--- src/rtl/vend_pkg.sv ---
// vend_pkg: shared types and constants for the vending payment sequencer.
//   pay_state_t      payment FSM states
//   COIN_V1/5/10     coin face values in 1-yuan units
//   *_DEF            default widths and cycle counts
//   max_u()          helper for sizing the shared timer
package vend_pkg;

  localparam int unsigned PW_DEF          = 8;
  localparam int unsigned TIMEOUT_CYC_DEF = 50_000_000;
  localparam int unsigned HOLD_CYC_DEF    = 150_000_000;

  localparam int unsigned COIN_V1  = 1;
  localparam int unsigned COIN_V5  = 5;
  localparam int unsigned COIN_V10 = 10;

  typedef enum logic [2:0] {
    IDLE     = 3'd0,
    COLLECT  = 3'd1,
    DISPENSE = 3'd2,
    REFUND   = 3'd3,
    HOLD     = 3'd4
  } pay_state_t;

  function automatic int unsigned max_u(input int unsigned a, input int unsigned b);
    return (a > b) ? a : b;
  endfunction

endpackage

--- src/rtl/vend_pay_ctrl_if.sv ---
// vend_pay_ctrl_if: order/coin inputs and payment result outputs of the sequencer.
//   master modport: drives start/price/coins/cancel/abort, observes results
//   slave  modport: the payment sequencer itself
interface vend_pay_ctrl_if #(
  parameter int unsigned PW = 8
) ();

  logic          start;
  logic [PW-1:0] price;
  logic          coin_1;
  logic          coin_5;
  logic          coin_10;
  logic          cancel;
  logic          abort;

  logic [PW-1:0] paid;
  logic          busy;
  logic          dispense;
  logic [PW-1:0] change;
  logic          refund_vld;
  logic [PW-1:0] refund_amt;
  logic          coin_reject;
  logic          success;
  logic          failure;
  logic          finish;

  modport master (
    output start, price, coin_1, coin_5, coin_10, cancel, abort,
    input  paid, busy, dispense, change, refund_vld, refund_amt,
           coin_reject, success, failure, finish
  );

  modport slave (
    input  start, price, coin_1, coin_5, coin_10, cancel, abort,
    output paid, busy, dispense, change, refund_vld, refund_amt,
           coin_reject, success, failure, finish
  );

endinterface

--- src/rtl/vend_timer.sv ---
// vend_timer: loadable down-counter shared by the payment timeout and result hold.
//   clk, rst_n        clock, async active-low reset
//   i_load/i_load_val load a new count (wins over i_en)
//   i_en              decrement by one, saturating at zero
//   o_expire          registered: counter currently holds 1 (last cycle of the interval)
//   o_expire_nxt_c    combinational: counter will hold 1 after the next edge
module vend_timer #(
  parameter int unsigned W = 8
) (
  input  logic         clk,
  input  logic         rst_n,
  input  logic         i_load,
  input  logic [W-1:0] i_load_val,
  input  logic         i_en,
  output logic         o_expire,
  output logic         o_expire_nxt_c
);

  logic [W-1:0] r_cnt;
  logic [W-1:0] w_cnt_d;
  logic         r_expire;

  // Next count: load, else decrement while non-zero
  always_comb begin
    w_cnt_d = r_cnt;
    if (i_load) begin
      w_cnt_d = i_load_val;
    end else if (i_en && (r_cnt != '0)) begin
      w_cnt_d = r_cnt - W'(1);
    end
  end

  assign o_expire_nxt_c = (w_cnt_d == W'(1));

  always_ff @(posedge clk or negedge rst_n) begin
    if (!rst_n) begin
      r_cnt    <= '0;
      r_expire <= 1'b0;
    end else begin
      r_cnt    <= w_cnt_d;
      r_expire <= o_expire_nxt_c;
    end
  end

  assign o_expire = r_expire;

endmodule

--- src/rtl/vend_pay_ctrl.sv ---
// vend_pay_ctrl: payment sequencer. Latches the price on start, counts coins,
// then dispenses (with change) or refunds, holds the result and pulses finish.
//   clk, rst_n   clock, async active-low reset
//   bus (slave)  start/price/coin_1/coin_5/coin_10/cancel/abort in;
//                paid/busy/dispense/change/refund_vld/refund_amt/
//                coin_reject/success/failure/finish out (all registered)
// Build option: VEND_CHANGE_EN enables overpayment with change; without it
// only exact payment completes and change is tied to 0.
module vend_pay_ctrl
  import vend_pkg::*;
#(
  parameter int unsigned PW          = PW_DEF,
  parameter int unsigned TIMEOUT_CYC = TIMEOUT_CYC_DEF,
  parameter int unsigned HOLD_CYC    = HOLD_CYC_DEF
) (
  input  logic           clk,
  input  logic           rst_n,
  vend_pay_ctrl_if.slave bus
);

  localparam int unsigned TW = $clog2(max_u(TIMEOUT_CYC, HOLD_CYC) + 1);

  pay_state_t    r_state, w_state_d;
  logic [PW-1:0] r_paid, w_paid_d;
  logic [PW-1:0] r_price, w_price_d;

  logic          r_busy, r_dispense, r_refund_vld, r_coin_reject;
  logic          r_success, r_failure, r_finish;
  logic [PW-1:0] r_refund_amt;

  logic          w_busy_d, w_dispense_d, w_refund_vld_d, w_coin_reject_d;
  logic          w_success_d, w_failure_d, w_finish_d;
  logic [PW-1:0] w_refund_amt_d;

  logic [PW-1:0] w_coin_val;
  logic          w_coin_any, w_coin_multi, w_coin_fits;
  logic [PW:0]   w_sum;
  logic          w_accept, w_abort_rf;

  logic          w_tmr_load, w_tmr_en, w_tmr_expire, w_tmr_expire_nxt_c;
  logic [TW-1:0] w_tmr_val;

  vend_timer #(.W(TW)) u_timer (
    .clk            (clk),
    .rst_n          (rst_n),
    .i_load         (w_tmr_load),
    .i_load_val     (w_tmr_val),
    .i_en           (w_tmr_en),
    .o_expire       (w_tmr_expire),
    .o_expire_nxt_c (w_tmr_expire_nxt_c)
  );

  // Coin decode: one coin counted per cycle, 10 > 5 > 1
  always_comb begin
    w_coin_val = '0;
    if (bus.coin_10)      w_coin_val = PW'(COIN_V10);
    else if (bus.coin_5)  w_coin_val = PW'(COIN_V5);
    else if (bus.coin_1)  w_coin_val = PW'(COIN_V1);
  end

  assign w_coin_any   = bus.coin_1 | bus.coin_5 | bus.coin_10;
  assign w_coin_multi = (bus.coin_1 & bus.coin_5) | (bus.coin_1 & bus.coin_10) |
                        (bus.coin_5 & bus.coin_10);
  assign w_sum        = {1'b0, r_paid} + {1'b0, w_coin_val};

`ifdef VEND_CHANGE_EN
  assign w_coin_fits = !w_sum[PW];
`else
  // Without change, a coin may not push paid past the price
  assign w_coin_fits = !w_sum[PW] && (w_sum <= {1'b0, r_price});
`endif

  // Next-state, datapath and timer control
  always_comb begin
    w_state_d  = r_state;
    w_paid_d   = r_paid;
    w_price_d  = r_price;
    w_accept   = 1'b0;
    w_tmr_load = 1'b0;
    w_tmr_en   = 1'b0;
    w_tmr_val  = TW'(TIMEOUT_CYC);
    w_abort_rf = 1'b0;

    case (r_state)
      IDLE: begin
        if (bus.start) begin
          w_price_d  = bus.price;
          w_paid_d   = '0;
          w_tmr_load = 1'b1;
          w_state_d  = COLLECT;
        end
      end
      COLLECT: begin
        w_tmr_en = 1'b1;
        if (w_coin_any && w_coin_fits) begin
          w_accept   = 1'b1;
          w_paid_d   = w_sum[PW-1:0];
          w_tmr_load = 1'b1;
        end
        // Cancel beats completion; an accepted coin is kept either way
        if (bus.cancel) begin
          w_state_d = REFUND;
        end else if ({1'b0, w_paid_d} >= {1'b0, r_price}) begin
          w_state_d = DISPENSE;
        end else if (w_tmr_expire && !w_accept) begin
          w_state_d = REFUND;
        end
      end
      DISPENSE, REFUND: begin
        w_tmr_load = 1'b1;
        w_tmr_val  = TW'(HOLD_CYC);
        w_state_d  = HOLD;
      end
      HOLD: begin
        w_tmr_en = 1'b1;
        if (w_tmr_expire) w_state_d = IDLE;
      end
      default: w_state_d = IDLE;
    endcase

    // Hard stop overrides everything outside IDLE
    if (bus.abort && (r_state != IDLE)) begin
      w_state_d  = IDLE;
      w_paid_d   = r_paid;
      w_accept   = 1'b0;
      w_tmr_load = 1'b0;
      w_tmr_en   = 1'b0;
      w_abort_rf = 1'b1;
    end
  end

  // Output next values, registered below so they line up with the state
  always_comb begin
    w_busy_d        = (w_state_d != IDLE);
    w_dispense_d    = (w_state_d == DISPENSE);
    w_refund_vld_d  = 1'b0;
    w_refund_amt_d  = '0;
    if (w_abort_rf) begin
      w_refund_vld_d = (r_paid != '0);
      w_refund_amt_d = r_paid;
    end else if (w_state_d == REFUND) begin
      w_refund_vld_d = 1'b1;
      w_refund_amt_d = w_paid_d;
    end
    w_coin_reject_d = w_coin_multi || (w_coin_any && !w_accept);
    w_success_d     = (w_state_d == HOLD) && ((r_state == DISPENSE) || r_success);
    w_failure_d     = (w_state_d == HOLD) && ((r_state == REFUND) || r_failure);
    w_finish_d      = (w_state_d == HOLD) && w_tmr_expire_nxt_c;
  end

  always_ff @(posedge clk or negedge rst_n) begin
    if (!rst_n) begin
      r_state       <= IDLE;
      r_paid        <= '0;
      r_price       <= '0;
      r_busy        <= 1'b0;
      r_dispense    <= 1'b0;
      r_refund_vld  <= 1'b0;
      r_refund_amt  <= '0;
      r_coin_reject <= 1'b0;
      r_success     <= 1'b0;
      r_failure     <= 1'b0;
      r_finish      <= 1'b0;
    end else begin
      r_state       <= w_state_d;
      r_paid        <= w_paid_d;
      r_price       <= w_price_d;
      r_busy        <= w_busy_d;
      r_dispense    <= w_dispense_d;
      r_refund_vld  <= w_refund_vld_d;
      r_refund_amt  <= w_refund_amt_d;
      r_coin_reject <= w_coin_reject_d;
      r_success     <= w_success_d;
      r_failure     <= w_failure_d;
      r_finish      <= w_finish_d;
    end
  end

`ifdef VEND_CHANGE_EN
  logic [PW-1:0] r_change;

  // Change is meaningful only alongside dispense
  always_ff @(posedge clk or negedge rst_n) begin
    if (!rst_n) begin
      r_change <= '0;
    end else begin
      r_change <= w_dispense_d ? (w_paid_d - r_price) : '0;
    end
  end

  assign bus.change = r_change;
`else
  assign bus.change = '0;
`endif

  assign bus.paid        = r_paid;
  assign bus.busy        = r_busy;
  assign bus.dispense    = r_dispense;
  assign bus.refund_vld  = r_refund_vld;
  assign bus.refund_amt  = r_refund_amt;
  assign bus.coin_reject = r_coin_reject;
  assign bus.success     = r_success;
  assign bus.failure     = r_failure;
  assign bus.finish      = r_finish;

endmodule

--- src/flat_wrapper.sv ---
// flat-port wrapper written by rule: the top's interface ports become plain ports
module vend_pay_ctrl_flat import vend_pkg::*;
#(
  parameter int unsigned PW          = PW_DEF,
  parameter int unsigned TIMEOUT_CYC = TIMEOUT_CYC_DEF,
  parameter int unsigned HOLD_CYC    = HOLD_CYC_DEF
)
  (clk, rst_n, bus_start, bus_price, bus_coin_1, bus_coin_5, bus_coin_10, bus_cancel, bus_abort, bus_paid, bus_busy, bus_dispense, bus_change, bus_refund_vld, bus_refund_amt, bus_coin_reject, bus_success, bus_failure, bus_finish);
  vend_pay_ctrl_if #(.PW(PW)) bus_i ();
  input  logic clk;
  input  logic rst_n;
  input wire logic [$bits(bus_i.start)-1:0] bus_start;
  input wire logic [$bits(bus_i.price)-1:0] bus_price;
  input wire logic [$bits(bus_i.coin_1)-1:0] bus_coin_1;
  input wire logic [$bits(bus_i.coin_5)-1:0] bus_coin_5;
  input wire logic [$bits(bus_i.coin_10)-1:0] bus_coin_10;
  input wire logic [$bits(bus_i.cancel)-1:0] bus_cancel;
  input wire logic [$bits(bus_i.abort)-1:0] bus_abort;
  output wire logic [$bits(bus_i.paid)-1:0] bus_paid;
  output wire logic [$bits(bus_i.busy)-1:0] bus_busy;
  output wire logic [$bits(bus_i.dispense)-1:0] bus_dispense;
  output wire logic [$bits(bus_i.change)-1:0] bus_change;
  output wire logic [$bits(bus_i.refund_vld)-1:0] bus_refund_vld;
  output wire logic [$bits(bus_i.refund_amt)-1:0] bus_refund_amt;
  output wire logic [$bits(bus_i.coin_reject)-1:0] bus_coin_reject;
  output wire logic [$bits(bus_i.success)-1:0] bus_success;
  output wire logic [$bits(bus_i.failure)-1:0] bus_failure;
  output wire logic [$bits(bus_i.finish)-1:0] bus_finish;
  assign bus_i.start = bus_start;
  assign bus_i.price = bus_price;
  assign bus_i.coin_1 = bus_coin_1;
  assign bus_i.coin_5 = bus_coin_5;
  assign bus_i.coin_10 = bus_coin_10;
  assign bus_i.cancel = bus_cancel;
  assign bus_i.abort = bus_abort;
  assign bus_paid = bus_i.paid;
  assign bus_busy = bus_i.busy;
  assign bus_dispense = bus_i.dispense;
  assign bus_change = bus_i.change;
  assign bus_refund_vld = bus_i.refund_vld;
  assign bus_refund_amt = bus_i.refund_amt;
  assign bus_coin_reject = bus_i.coin_reject;
  assign bus_success = bus_i.success;
  assign bus_failure = bus_i.failure;
  assign bus_finish = bus_i.finish;
  vend_pay_ctrl #(.PW(PW), .TIMEOUT_CYC(TIMEOUT_CYC), .HOLD_CYC(HOLD_CYC)) u_core (.clk(clk), .rst_n(rst_n), .bus(bus_i));
endmodule
--- config.mk ---
export PLATFORM = sky130hd
export DESIGN_NAME = vend_pay_ctrl_flat
export DESIGN_NICKNAME = d
export VERILOG_FILES = /design/src/rtl/vend_pkg.sv /design/src/rtl/vend_pay_ctrl_if.sv /design/src/rtl/vend_timer.sv /design/src/rtl/vend_pay_ctrl.sv /design/src/flat_wrapper.sv
export SDC_FILE = /design/constraint.sdc
export NUM_CORES = 1
export LEC_CHECK = 0
export BUFFER_PORTS_ARGS = -buffer_cell sky130_fd_sc_hd__buf_2
export CAP_MARGIN = 20
export CORE_MARGIN = 2
export CORE_UTILIZATION = 64
export DETAILED_ROUTE_END_ITERATION = 6
export PLACE_DENSITY = 0.92
export SLEW_MARGIN = 40
export SYNTH_ARGS = -nofsm -noshare
export SYNTH_HDL_FRONTEND = slang
export SYNTH_SLANG_ARGS = --single-unit
--- constraint.sdc ---
create_clock -name clk -period 11.9 [get_ports clk]
set_input_delay 2.38 -clock clk [delete_from_list [all_inputs] [get_ports clk]]
set_output_delay 2.38 -clock clk [all_outputs]
set_load 0.03 [all_outputs]
* Word-level counts from Yosys, hierarchy flattened *
Cells that the tools add are included.

word-level totals
  input port bits = 16
  register bits after elaboration = 63
  word-level logic and storage cells = 87
  output and inout bits = 31

operators by class
  multiplexer cells = 32
  reductions and logical operators = 23
  bitwise gates (word level) = 7
  equality and inequality tests = 8
  $add $sub $neg = 2
  order comparisons = 2

operators with widths
  kind                     number
  $mux W28                 3
  $mux W8                  8
  $eq A28 B1 Y1 const B    1
  $reduce_bool A28 Y1      1
  $sub A28 B1 Y28 const B  1
  $mux W3                  6
  $pmux W8 S2              1
  $eq A3 B2 Y1 const B     4
  $mux W1                  12
  $pmux W3 S4              1
  $add A8 B8 Y9            1
  $le A9 B8 Y1             1
  $logic_and A1 B1 Y1      9
  $ge A8 B8 Y1             1
  $reduce_bool A8 Y1       1
  $eq A3 B3 Y1 const B     2
  $reduce_bool A3 Y1       2
  $or A1 B1 Y1             4
  $reduce_or A2 Y1         2
  $and A1 B1 Y1            3
  $eq A3 B1 Y1 const B     1
  $logic_not A1 Y1         3
  $logic_not A3 Y1         1
  $logic_or A1 B1 Y1       3
  other kinds (2)          2

* Logic depth before layout (Yosys ltp) *
  depth in word-level cells = 19
  mapped depth = 24

* Modules after synthesis *
From an unflattened synthesis, not the netlist that was laid out.

unflattened totals
  cells, all modules = 452
  area total of the unflattened synthesis = 4169.0 um^2

by module, submodules not included
  module         seq. area each (um^2)  cells each  area each (um^2)  times used
  vend_pay_ctrl  850.8                  232         2245.9            1
  vend_timer     725.7                  220         1923.1            1

* Worst setup path after synthesis *
Ideal clock, no wire load.

  kind = input port to flip-flop
  start point = in bus_coin_5
  end point = reg u_core.r_refund_amt[7] (netlist: u_core.bus.refund_amt[7])
  arrival time = 7.046 ns
  setup slack = 4.760 ns
  stages = 24
  cells stage by stage = inv_1 a21oi_1 ha_1 fa_1 a21o_1 a21oi_1 nor2_1 nand2_1 xnor2_1 ha_1 a22oi_1 o211ai_1 o221ai_1 nand2_1 or3_1 xnor2_1 ha_1 a2111oi_0 nor2b_1 o21ai_0 o211ai_1 o21ai_0 a21o_1 a211oi_1

between the ends
  cells in the longest elaborated chain, start to end = 18

RTL lines
  element                                                 RTL line              source
  start: declaration                                      flat_wrapper.sv:15    input wire logic [$bits(bus_i.coin_5)-1:0] bus_coin_5;
  branches (longest 16 deep; another with $add A8 B8 Y9)  --
  $mux W8 (*)                                             vend_pay_ctrl.sv:141  end else if (w_state_d == REFUND) begin
  $mux W8 (*)                                             vend_pay_ctrl.sv:138  if (w_abort_rf) begin
  via u_core.w_refund_amt_d[7]                            vend_pay_ctrl.sv:33   logic [PW-1:0] w_refund_amt_d;
  end signal: assignment                                  vend_pay_ctrl.sv:171  r_refund_amt <= w_refund_amt_d;
  end: declaration                                        vend_pay_ctrl.sv:29   logic [PW-1:0] r_refund_amt;

Mark *: on every way through the listed nets, which the timed path passes. The select of a mux whose other input is x is not followed.
A chain may end at the register's enable or synchronous reset.

* Worst setup path after layout *
  start point = in bus_coin_5
  end point = reg u_core.r_refund_amt[2] (netlist: u_core.bus.refund_amt[2])

Same word-level chain as after synthesis.

==> results.tsv <==
stage	metric	value	unit
run_status	status	finished clean	
worst_hold_path	hold_start	u_core.bus.failure	
global_routing	antenna_found_initial	0	
yosys	netlist.area_leader.share	37.7	%
routing	routedWlPerCell	17.9	um
cts	clk_path_buf_depth	2	
yosys	ys_types	67	
cts	htreeDepth	3	
setup_path	crit_top_cell	ha_1	
global_routing	grt_usage	30.0	%
power	leakage	2.04	nW
sta	fmax	0.130	GHz
floorplanning	die_x	84.8	um
routing	route.antenna.remaining_nets	0	
sta	fin_crit_sh	64.9	%
finish	final_common_cell	dfrtp_1	
routing	drc	0	
yosys	syn-cell-area	4180	um^2
yosys	synth_top_cells_by_area	dfrtp_1, ha_1, nand2_1	
power	vdd_ir_drop_max	0.129	mV
cts	clock-sinks	63	
cts	path_clk_slew	0.08	ns
finish	area_delta_synth_final	9.38	%
setup_path	startpoint	bus_coin_5	
finish	final_cell_mix	dfrtp_1, nand2_1, nor2_1, buf_2, inv_1	
floorplanning	fp.dieH	84.8	um
setup_path	max_stage_delay	0.53	ns
cts	cts_setup_buffers	0	
global_routing	grt_pass1_wl	17100	um
yosys	synth-main-ff-cell	dfrtp_1	
finish	antennaDiodeCount	0	
global_routing	met3_usage	6.29	%
finish	n_fill_cell	458	
routing	drtIter0Drc	364	
yosys	postSynthAreaPerCell	8.98	um^2
sta	tightest_slew	0.781	ns
cts	cts_tree	yes	
yosys	ys_seq_area_share	37.7	%
global_routing	grt_pass1_vias	3504	
global_routing	grt_max_degree	64	
finish	regArea	1580	um^2
global_routing	grt_use_met1	41.4	%
global_routing	grt_busiest_layer	met2	
global_routing	grt.met2_usage	45.7	%
placement	port_buffers	38	
yosys	ys_seq_elements	63	
setup_path	worst-endpoint-arrival	7.92	ns
yosys	syn_inst	465	
yosys	synth-edff-count	0	
sta	rsz0062_at_grt	false	
sta	fin_crit	7.72	ns
yosys	yosys_warnings	0	
floorplanning	start_util	66.2	%
setup_path	critPathKind	in2reg	
setup_path	cp_slowest_cell	a2111oi_0	
yosys	synthAdderAreaFrac	7.31	%
job	max-cap-violations	0	
cts	root_buffer	clkbuf_8	
setup_path	reg2reg_from	u_core.bus.paid[0]	
routing	num_vias	3744	
cts	holdBufCountCts	0	
setup_path	rr_worst_depth	22	
routing	dr.pass1.iters	5	
yosys	synth_xor_area_share	5.66	%
setup_path	r2r_end	u_core.bus.refund_amt[2]	
placement	dp_hpwl	7340	um
sta	max-slew-margin-rel	47.2	%
cts	clk_latency	0.35	ns
sta	setup-violations-final	0	
floorplanning	die_area	7190	um^2
yosys	synth_top_family_by_area	simple AND/OR/NAND/NOR gates	
finish	finalNetCount	533	
yosys	async_flop_share	100	%
setup_path	rrSetupSlack	6.04	ns
sta	timing.setup.tns	0	ns
worst_hold_path	hold-path-endpoint	u_core.bus.failure	
finish	multi_input_area	2370	um^2
finish	drive_gt1_share	15.2	%
worst_hold_path	hp-class	reg2reg	
routing	viasPerCell	6.50	
floorplanning	ios	47	
sta	clock-skew-final	0.0138	ns
floorplanning	coreArea	6310	um^2
yosys	synthMuxAreaShare	2.04	%
yosys	synth-compound-area-share	16.9	%
global_routing	grt-ovfl-total	0	
yosys	synth_simple_gate_area_share	23.9	%
sta	slew_violations	0	
sta	hold_viol	0	
setup_path	cp-end-kind	flip-flop	
placement	routabilityCongestion	0.948	
setup_path	worstPathRequired	12.10	ns
cts	cts.repair.resized	0	
setup_path	path_max_fanout	10	
sta	holdWs	0.520	ns
routing	drt-total-wl	10300	um
cts	numCtsBuffers	9	
yosys	yosysTopAreaCell	dfrtp_1	
power	p_per_area	209	nW/um^2
floorplanning	rows	29	
worst_hold_path	holdPathStages	2	
setup_path	cp-start-kind	input port	
[worst max-delay path by stage]
stage	slack, ns	cells after the start	to
2_1_floorplan	4.76	24	u_core.bus.refund_amt[7]
3_3_place_gp	4.34	25	u_core.bus.refund_amt[7]
3_5_place_dp	3.98	25	u_core.bus.refund_amt[3]
4_1_cts	4.22	25	u_core.bus.refund_amt[1]
5_1_grt	3.68	25	u_core.bus.refund_amt[7]
6_report	4.18	25	u_core.bus.refund_amt[2]
[metal layers]
layer,up-vias,part of all wire [%]
met2,212,45
met1,1779,43
met3,27,9.1
li1,1726,-
met5,-,0
met4,0,2.6
[final cells by class]
type,count,area share (%)
tap,77,2.11
clock inverter,6,1.86
sequential,63,34.5
timing repair buffer,40,4.57
inverter,27,2.22
multi-input combinational,353,51.9
clock buffer,10,2.79
[metrics by stage]
step / cells / setup WS, ns / instance area [um^2] / power [W] / utilization (%)
finish: 576 / 4.18 / 4570 / 0.000953 / 72.4
global route: 576 / 3.68 / 4570 / 0.00101 / 72.4
CTS: 576 / 4.22 / 4560 / 0.000943 / 72.3
detailed placement: 560 / 3.98 / 4350 / 0.000734 / 68.9
global placement: 560 / 4.34 / 4340 / 0.000712 / 68.7
floorplan: 472 / 4.76 / 4200 / 0.000628 / -
[cell usage after synthesis, types with 3 or more instances]
master,instances
o211ai_1,3
clkbuf_1,10
o31ai_1,6
mux2_2,4
xnor2_1,13
nand4_1,12
nor4_1,5
buf_4,10
o31a_1,3
or3_1,5
nor2_1,42
nor4_2,3
o21a_1,4
nand3b_1,3
o21ai_0,26
and4_1,3
nand2b_1,4
xor2_1,14
mux2i_1,4
dfrtp_1,63
nor4b_1,4
a21boi_0,7
a21oi_1,20
nor2b_1,5
buf_2,3
buf_1,4
inv_1,27
ha_1,22
nand2_1,45
a21o_1,5
a31oi_1,6
nand3_1,9
nor3_1,15
or4_1,7
[sequential cells by signal, indices dropped and copies added (netlist names), 3 cells and up]
name / cells
u_core.bus.refund_amt: 8
u_core.r_price: 8
u_core.bus.paid: 8
u_core.u_timer.r_cnt: 28
u_core.r_state: 3
[where the power goes]
part           switching (W)  internal, W
Clock              0.0000902     0.000117
Combinational       0.000281     0.000155
Sequential         0.0000539     0.000256
[kinds of logic (layout without fill, tap and decap cells)]
kind of cell             after synthesis  after routing
XOR/XNOR                              27             27
other                                  1              8
adder cells (fa/ha/maj)               24             24
flip-flops                            63             63
AND/OR/NAND/NOR                      180            180
multiplexers                           8              8
buffers and inverters                 56             83
AO/OA/AOI/OAI                        106            106
[worst max-delay path: cells and delay by family]
family	cells	cell delay [ns]
AND/OR/NAND/NOR	5	1.24
XOR/XNOR	2	0.27
AO/OA/AOI/OAI	12	2.73
adder cells (fa/ha/maj)	4	1.09
buffers and inverters	2	0.20
No activity file was read; power rests on OpenSTA's default activity.
